==> config.mk <==
export PLATFORM = sky130hd
export DESIGN_NAME = axixl_lite_txn_master
export DESIGN_NICKNAME = d
export VERILOG_FILES = /design/src/rtl/axixl_pkg.sv /design/src/rtl/axixl_init_pulse.sv /design/src/rtl/axixl_lite_txn_master.sv
export SDC_FILE = /design/constraint.sdc
export NUM_CORES = 1
export LEC_CHECK = 0
export CAP_MARGIN = 0
export CORE_UTILIZATION = 37
export CTS_BUF_LIST = sky130_fd_sc_hd__clkbuf_4
export CTS_CLUSTER_SIZE = 16
export DETAILED_ROUTE_END_ITERATION = 7
export GPL_ROUTABILITY_DRIVEN = 0
export PLACE_DENSITY = 0.81
export SKIP_LAST_GASP = 1
export SLEW_MARGIN = 5
export SYNTH_ARGS = -nofsm -noshare
export SYNTH_HDL_FRONTEND = slang
export SYNTH_SLANG_ARGS = --single-unit
==> constraint.sdc <==
create_clock -name ACLK -period 2.1 [get_ports ACLK]
set_input_delay 0.42 -clock ACLK [delete_from_list [all_inputs] [get_ports ACLK]]
set_output_delay 0.42 -clock ACLK [all_outputs]
set_load 0.005 [all_outputs]
==> src/rtl/axixl_pkg.sv <==
// Shared types and helpers for the axixl AXI4-Lite traffic generator/checker.
// Holds the sequencer state encoding, AXI response codes and the data pattern.
// No logic of its own; imported by the sequencer and its sub-blocks.
package axixl_pkg;

    typedef enum logic [1:0] {
        IDLE  = 2'd0,
        WRITE = 2'd1,
        READ  = 2'd2,
        DONE  = 2'd3
    } state_t;

    localparam logic [1:0] RESP_OKAY   = 2'b00;
    localparam logic [1:0] RESP_EXOKAY = 2'b01;
    localparam logic [1:0] RESP_SLVERR = 2'b10;
    localparam logic [1:0] RESP_DECERR = 2'b11;

    // SLVERR and DECERR are failures; OKAY and EXOKAY are both accepted.
    function automatic logic resp_is_err(input logic [1:0] resp);
        return (resp == RESP_SLVERR) || (resp == RESP_DECERR);
    endfunction

    // Pattern written to (and expected back from) register number idx.
    function automatic logic [63:0] exp_data(input logic [7:0] idx);
        return {56'd0, idx} + 64'd1;
    endfunction

endpackage

==> src/rtl/axixl_init_pulse.sv <==
// Start detector: registers INIT twice and emits a one-cycle pulse on its rising edge.
// Latency: pulse is high in the cycle after INIT is first sampled high.
// Backpressure: none; a held-high INIT yields exactly one pulse.
// Ports: clk/rst_n (async active-low), i_init (raw request), o_start (one-cycle pulse).
module axixl_init_pulse (
    input  logic clk,
    input  logic rst_n,
    input  logic i_init,
    output logic o_start
);

    logic r_q1;
    logic r_q2;

    always_ff @(posedge clk or negedge rst_n) begin
        if (!rst_n) begin
            r_q1 <= 1'b0;
            r_q2 <= 1'b0;
        end else begin
            r_q1 <= i_init;
            r_q2 <= r_q1;
        end
    end

    assign o_start = r_q1 & ~r_q2;

endmodule

==> src/rtl/axixl_lite_txn_master.sv <==
// AXI4-Lite master: on an INIT rising edge writes N registers with index+1, then reads and compares them.
// Latency: first AWVALID 3 cycles after INIT rises; one transaction outstanding at a time.
// Backpressure: every VALID (and its ADDR/DATA) is held until READY; B/R accepted only when awaited.
// Ports: ACLK/ARESETN, INIT_AXI_TXN in, TXN_DONE/ERROR sticky status out, M_AXI_* AXI4-Lite master.
module axixl_lite_txn_master
    import axixl_pkg::*;
#(
    parameter     C_M_TARGET_SLAVE_BASE_ADDR = 32'h4000_0000,
    parameter int C_M_AXI_ADDR_WIDTH         = 32,
    parameter int C_M_AXI_DATA_WIDTH         = 32,
    parameter int C_M_TRANSACTIONS_NUM       = 4
) (
    input  logic                              ACLK,
    input  logic                              ARESETN,
    input  logic                              INIT_AXI_TXN,
    output logic                              TXN_DONE,
    output logic                              ERROR,
    output logic [C_M_AXI_ADDR_WIDTH-1:0]     M_AXI_AWADDR,
    output logic [2:0]                        M_AXI_AWPROT,
    output logic                              M_AXI_AWVALID,
    input  logic                              M_AXI_AWREADY,
    output logic [C_M_AXI_DATA_WIDTH-1:0]     M_AXI_WDATA,
    output logic [C_M_AXI_DATA_WIDTH/8-1:0]   M_AXI_WSTRB,
    output logic                              M_AXI_WVALID,
    input  logic                              M_AXI_WREADY,
    input  logic [1:0]                        M_AXI_BRESP,
    input  logic                              M_AXI_BVALID,
    output logic                              M_AXI_BREADY,
    output logic [C_M_AXI_ADDR_WIDTH-1:0]     M_AXI_ARADDR,
    output logic [2:0]                        M_AXI_ARPROT,
    output logic                              M_AXI_ARVALID,
    input  logic                              M_AXI_ARREADY,
    input  logic [C_M_AXI_DATA_WIDTH-1:0]     M_AXI_RDATA,
    input  logic [1:0]                        M_AXI_RRESP,
    input  logic                              M_AXI_RVALID,
    output logic                              M_AXI_RREADY
);

    localparam int AW = C_M_AXI_ADDR_WIDTH;
    localparam int DW = C_M_AXI_DATA_WIDTH;
    localparam logic [AW-1:0] BASE   = AW'(C_M_TARGET_SLAVE_BASE_ADDR);
    localparam logic [7:0]    N_LAST = 8'(C_M_TRANSACTIONS_NUM - 1);

    state_t          r_state;
    state_t          w_next;
    logic [7:0]      r_index;
    logic            r_busy;      // a transaction is in flight
    logic            r_aw_done;
    logic            r_w_done;
    logic            r_awvalid, r_wvalid, r_bready, r_arvalid, r_rready;
    logic            r_txn_done, r_error;
    logic [AW-1:0]   r_awaddr, r_araddr;
    logic [DW-1:0]   r_wdata;

    logic            w_start;
    logic            w_aw_hs, w_w_hs, w_b_hs, w_ar_hs, w_r_hs;
    logic            w_last;
    logic [AW-1:0]   w_addr;
    logic [DW-1:0]   w_exp;

    axixl_init_pulse u_init_pulse (
        .clk     (ACLK),
        .rst_n   (ARESETN),
        .i_init  (INIT_AXI_TXN),
        .o_start (w_start)
    );

    assign w_aw_hs = r_awvalid & M_AXI_AWREADY;
    assign w_w_hs  = r_wvalid  & M_AXI_WREADY;
    assign w_b_hs  = r_bready  & M_AXI_BVALID;
    assign w_ar_hs = r_arvalid & M_AXI_ARREADY;
    assign w_r_hs  = r_rready  & M_AXI_RVALID;
    assign w_last  = (r_index == N_LAST);
    // Word-aligned register address; the sum wraps naturally at AW bits.
    assign w_addr  = BASE + AW'({r_index, 2'b00});
    assign w_exp   = DW'(exp_data(r_index));

    always_ff @(posedge ACLK or negedge ARESETN) begin
        if (!ARESETN) r_state <= IDLE;
        else          r_state <= w_next;
    end

    always_comb begin
        w_next = r_state;
        case (r_state)
            IDLE:    if (w_start)          w_next = WRITE;
            WRITE:   if (w_b_hs && w_last) w_next = READ;
            READ:    if (w_r_hs && w_last) w_next = DONE;
            DONE:                          w_next = IDLE;
            default:                       w_next = IDLE;
        endcase
    end

    always_ff @(posedge ACLK or negedge ARESETN) begin
        if (!ARESETN) begin
            r_index    <= '0;
            r_busy     <= 1'b0;
            r_aw_done  <= 1'b0;
            r_w_done   <= 1'b0;
            r_awvalid  <= 1'b0;
            r_wvalid   <= 1'b0;
            r_bready   <= 1'b0;
            r_arvalid  <= 1'b0;
            r_rready   <= 1'b0;
            r_txn_done <= 1'b0;
            r_error    <= 1'b0;
            r_awaddr   <= '0;
            r_araddr   <= '0;
            r_wdata    <= '0;
        end else begin
            case (r_state)
                IDLE: begin
                    if (w_start) begin
                        r_txn_done <= 1'b0;
                        r_error    <= 1'b0;
                        r_index    <= '0;
                    end
                end
                WRITE: begin
                    if (!r_busy) begin
                        r_awvalid <= 1'b1;
                        r_wvalid  <= 1'b1;
                        r_awaddr  <= w_addr;
                        r_wdata   <= w_exp;
                        r_busy    <= 1'b1;
                    end
                    if (w_aw_hs) begin
                        r_awvalid <= 1'b0;
                        r_aw_done <= 1'b1;
                    end
                    if (w_w_hs) begin
                        r_wvalid <= 1'b0;
                        r_w_done <= 1'b1;
                    end
                    // Open BREADY as soon as the later of AW/W completes, including
                    // the cycle of that handshake itself.
                    if (r_busy && !r_bready && (r_aw_done || w_aw_hs) && (r_w_done || w_w_hs)) begin
                        r_bready <= 1'b1;
                    end
                    if (w_b_hs) begin
                        r_bready  <= 1'b0;
                        r_aw_done <= 1'b0;
                        r_w_done  <= 1'b0;
                        r_busy    <= 1'b0;
                        r_error   <= r_error | resp_is_err(M_AXI_BRESP);
                        r_index   <= w_last ? 8'd0 : r_index + 8'd1;
                    end
                end
                READ: begin
                    if (!r_busy) begin
                        r_arvalid <= 1'b1;
                        r_araddr  <= w_addr;
                        r_busy    <= 1'b1;
                    end
                    if (w_ar_hs) begin
                        r_arvalid <= 1'b0;
                        r_rready  <= 1'b1;
                    end
                    if (w_r_hs) begin
                        r_rready <= 1'b0;
                        r_busy   <= 1'b0;
                        r_error  <= r_error | resp_is_err(M_AXI_RRESP) | (M_AXI_RDATA != w_exp);
                        r_index  <= w_last ? 8'd0 : r_index + 8'd1;
                        // Raised on entry to DONE so it is already visible in that state.
                        if (w_last) r_txn_done <= 1'b1;
                    end
                end
                default: begin
                end
            endcase
        end
    end

    assign TXN_DONE      = r_txn_done;
    assign ERROR         = r_error;
    assign M_AXI_AWADDR  = r_awaddr;
    assign M_AXI_AWPROT  = 3'b000;
    assign M_AXI_AWVALID = r_awvalid;
    assign M_AXI_WDATA   = r_wdata;
    assign M_AXI_WSTRB   = '1;
    assign M_AXI_WVALID  = r_wvalid;
    assign M_AXI_BREADY  = r_bready;
    assign M_AXI_ARADDR  = r_araddr;
    assign M_AXI_ARPROT  = 3'b000;
    assign M_AXI_ARVALID = r_arvalid;
    assign M_AXI_RREADY  = r_rready;

endmodule

==> key figures <==
Final layout
  • Layout cells sized above 1: 0.147
  • Ant diodes: 0
  • Nets: 466
  • Layout area overhead: 26.4%
  • Post-route insts no fill: 518
  • Filler cell count: 731
  • Fin util: 0.491

Clock network
  • H-Tree Depth: 2
  • Clock root buffer: clkbuf_4
  • CTS tree: built
  • CTS Buffer Depth: 2
  • Worst-skew pair later-pin latency: 360 ps
  • # clock sinks: 49
  • CTS clock-pin slew for the worst setup and hold paths: 130 ps
  • TritonCTS buffer count: 5

Power
  • Worst ir drop on vdd: a little under 0.5 mV
  • Pwr/cell area: 967 mW/mm²
  • P_leak: 1.77 nW

Timing
  • Final setup fails: 2
  • RSZ-0062 raised after global routing: yes
  • Worst slew pin tran: 621 ps
  • Final hold violations: 0
  • Final Worst Setup Slack: -67.6 ps
  • Relative slew slack: 0.575
  • Fin Clk Skew: about 7.1 ps
  • WHS: 393 ps
  • FMAX: 461 MHz
  • Max Slew Vio Count: 0
  • Post-route clock period utilization: 1.03
  • Fin crit period: 2170 ps

Floorplanning
  • Starting density of the core: 0.388
  • I/O pin cnt: 157
  • DIE AREA: 0.00860 mm²
  • Core Area: around 0.008 mm²
  • Die Height: 92.8 µm
  • Std-Cell Rows: 32
  • Die width: a little over 90 µm

Route
  • DRT Pass-1 Iters: 4
  • DR vias/cell: around 4.6
  • Wire per inst: approximately 13 µm
  • Vias: 2365
  • Final WL: 6.81 mm
  • Drc violations: 0
  • Routed Antenna Nets: 0
  • DRT iter0 DRCs: 121

Status
  • Status: finished with violations
  • Failing checks: setup timing

Synthesis
  • Synth Register Bits: a little under 50
  • Post-Syn Area: 0.00305 mm²
  • Ys async rst share: 1.00
  • Yosys warns: 0
  • Syn avg cell area: ~9.5 µm²
  • Register area share after synthesis: 0.402
  • EDFF count, synth: 0
  • Post-synth cell types: 45
  • Top cells by area, synth: dfrtp_1 (40%), buf_4 (19%), mux2_2 (5.2%), nand2_1 (3.9%), o21ai_0 (3.8%)
  • Syn Inst Count: 321
  • Primary FF master, synth: dfrtp_1
  • Synth area leader: dfrtp_1
  • Synth top area share: 0.402

Global routing
  • All-layer global routing usage: 0.162
  • Vias in the first global route: 2228
  • Initial antenna violation count: 0
  • First-pass GRT wire length: about 11 mm
  • Largest net degree at the start of global routing: 19
  • Grt total ovfl: 0

Placed design
  • Cell total after placement: 508
  • HPWL Detailed: 5.41 mm
  • Buffers on Ports: 75

Job
  • Max_cap viols: 0

Critical path
  • CP Capture Type: register
  • Top cell family by delay on the critical path: simple AND/OR/NAND/NOR gates
  • Max stage delay on crit path: 480 ps
  • Critical path class: register to register
  • Worst path bufs/invs: 0
  • CP arrival: 2430 ps
  • CP cell instances: ha_2 > or4b_4 > or4_4 > a21oi_4 > o21ai_2 > mux2_4
  • Worst setup SP type: register
  • Crit path max fanout: 4
  • CP max stage cell: or4b_4
  • WP data required: 2360 ps

Worst hold path
  • Hold Path Class: register to register
==> stage by stage <==
step	setup slack [ps]	total power, W	setup TNS [ps]	area (µm²)
after floorplan	-48.0	0.00245	-72.4	3340
after global placement	-293	0.00318	-1000	3750
after detailed placement	-316	0.00325	-2000	3750
after CTS	-58.9	0.00370	-144	3820
after global routing	-112	0.00402	-428	3850
final	-67.6	0.00373	-105	3850
==> registers in the layout (all words and copies together) (netlist names), 2 cells and up <==
| signal | cells |
|---|---|
| r_state | 2 |
| M_AXI_WDATA | 9 |
| M_AXI_ARADDR | 9 |
| M_AXI_AWADDR | 9 |
| r_index | 8 |
==> cell families (layout without fill, tap and decap cells) <==
group           Yosys count  count (layout)  share of synthesized area
buf+inv                 101             119                      0.227
simple gates             75              75                      0.123
compound gates           56              56                      0.115
flops                    49              49                      0.402
xor+xnor                 16              16                     0.0460
mux                      16              16                     0.0599
fa+ha+maj                 6               6                     0.0246
other cells               2              79                    0.00246
==> synthesized netlist by cell type, types with 2 or more instances <==
master / count
a21boi_0: 2
o21ai_0: 23
o31ai_1: 4
inv_1: 7
nor4_1: 6
a31oi_1: 6
xor2_1: 3
nand3_1: 5
conb_1: 2
clkbuf_1: 11
buf_4: 79
nor2_1: 12
xnor2_1: 13
ha_1: 6
nand2b_1: 4
nor3b_1: 2
nand4_1: 2
a21oi_1: 8
o41ai_1: 2
nor3_1: 2
buf_2: 2
dfrtp_1: 49
buf_6: 2
a2111oi_0: 2
nand2_1: 32
mux2_2: 14
and4_1: 3
==> worst register-to-register path, delay by kind of cell (launching register included) <==
kind            cells  cell delay, ps
simple gates        2             960
flops               1             380
mux                 1             310
compound gates      2             240
fa+ha+maj           1             190
==> layer usage <==
metal / part of all wire / global-route usage
met2: 0.48 / 0.271
met4: 0.016 / 0.0449
met1: 0.41 / 0.205
met5: 0 / 0
met3: 0.089 / 0.0435
==> layout make-up <==
cell class / count / area [µm²] / area share
multi-input combinational: 248 / 1450 / 0.377
sequential: 49 / 1230 / 0.318
timing repair buffer: 105 / 973 / 0.253
tap: 102 / 128 / 0.0331
clock buffer: 6 / 45.0 / 0.0117
inverter: 7 / 26.3 / 0.00682
clock inverter: 1 / 3.75 / 0.000974
==> path summary, 6_finish.rpt <==
check / startpoint / to / slack [ps] / cells after the start
hold / removal: u_init_pulse.r_q1$_DFF_PN0_ / u_init_pulse.r_q2$_DFF_PN0_ / 390 / 0
hold reg to reg: u_init_pulse.r_q1$_DFF_PN0_ / u_init_pulse.r_q2$_DFF_PN0_ / 390 / 0
min in group asynchronous: ARESETN / ERROR$_DFFE_PN0P_ / 510 / 2
setup reg to reg: r_index[0]$_DFFE_PN0P_ / r_state[1]$_DFFE_PN0P_ / -70 / 6
max in group asynchronous: ARESETN / M_AXI_WDATA[8]$_DFFE_PN0P_ / 1000 / 3
setup / recovery: r_index[0]$_DFFE_PN0P_ / r_state[1]$_DFFE_PN0P_ / -70 / 6
==> what timing repair did <==
action                                  in CTS  in global routing
endpoints found under the setup margin       9                  9
setup buffers                                1                  1
gates resized for setup                      2                  6
hold buffers                                 1                  0
endpoints found under the hold margin       16                  0
==> power by group <==
group | leakage (nW) | total (W) | switching [W] | internal [W]
combinational | 1.11 | 0.00198 | 0.000967 | 0.00101
clock | 0.0292 | 0.000408 | 0.000273 | 0.000135
sequential | 0.640 | 0.00134 | 0.000176 | 0.00116
==> cells in the final DEF, fill, tap and decap left out, types with 2 or more instances in the layout <==
cell type,instances
xor2_1,3
o21ai_0,23
nand2b_1,4
nand2_1,32
buf_4,29
nand4_1,2
inv_1,7
nand3_1,5
conb_1,79
and4_1,3
o41ai_1,2
mux2_2,14
dfrtp_1,49
clkbuf_4,6
xnor2_1,13
a31oi_1,6
nor3b_1,2
o31ai_1,4
a21oi_1,8
ha_1,5
clkdlybuf4s50_1,74
nor3_1,2
nor2_1,11
nor4_1,6
No activity file was read; power rests on OpenSTA's default activity.
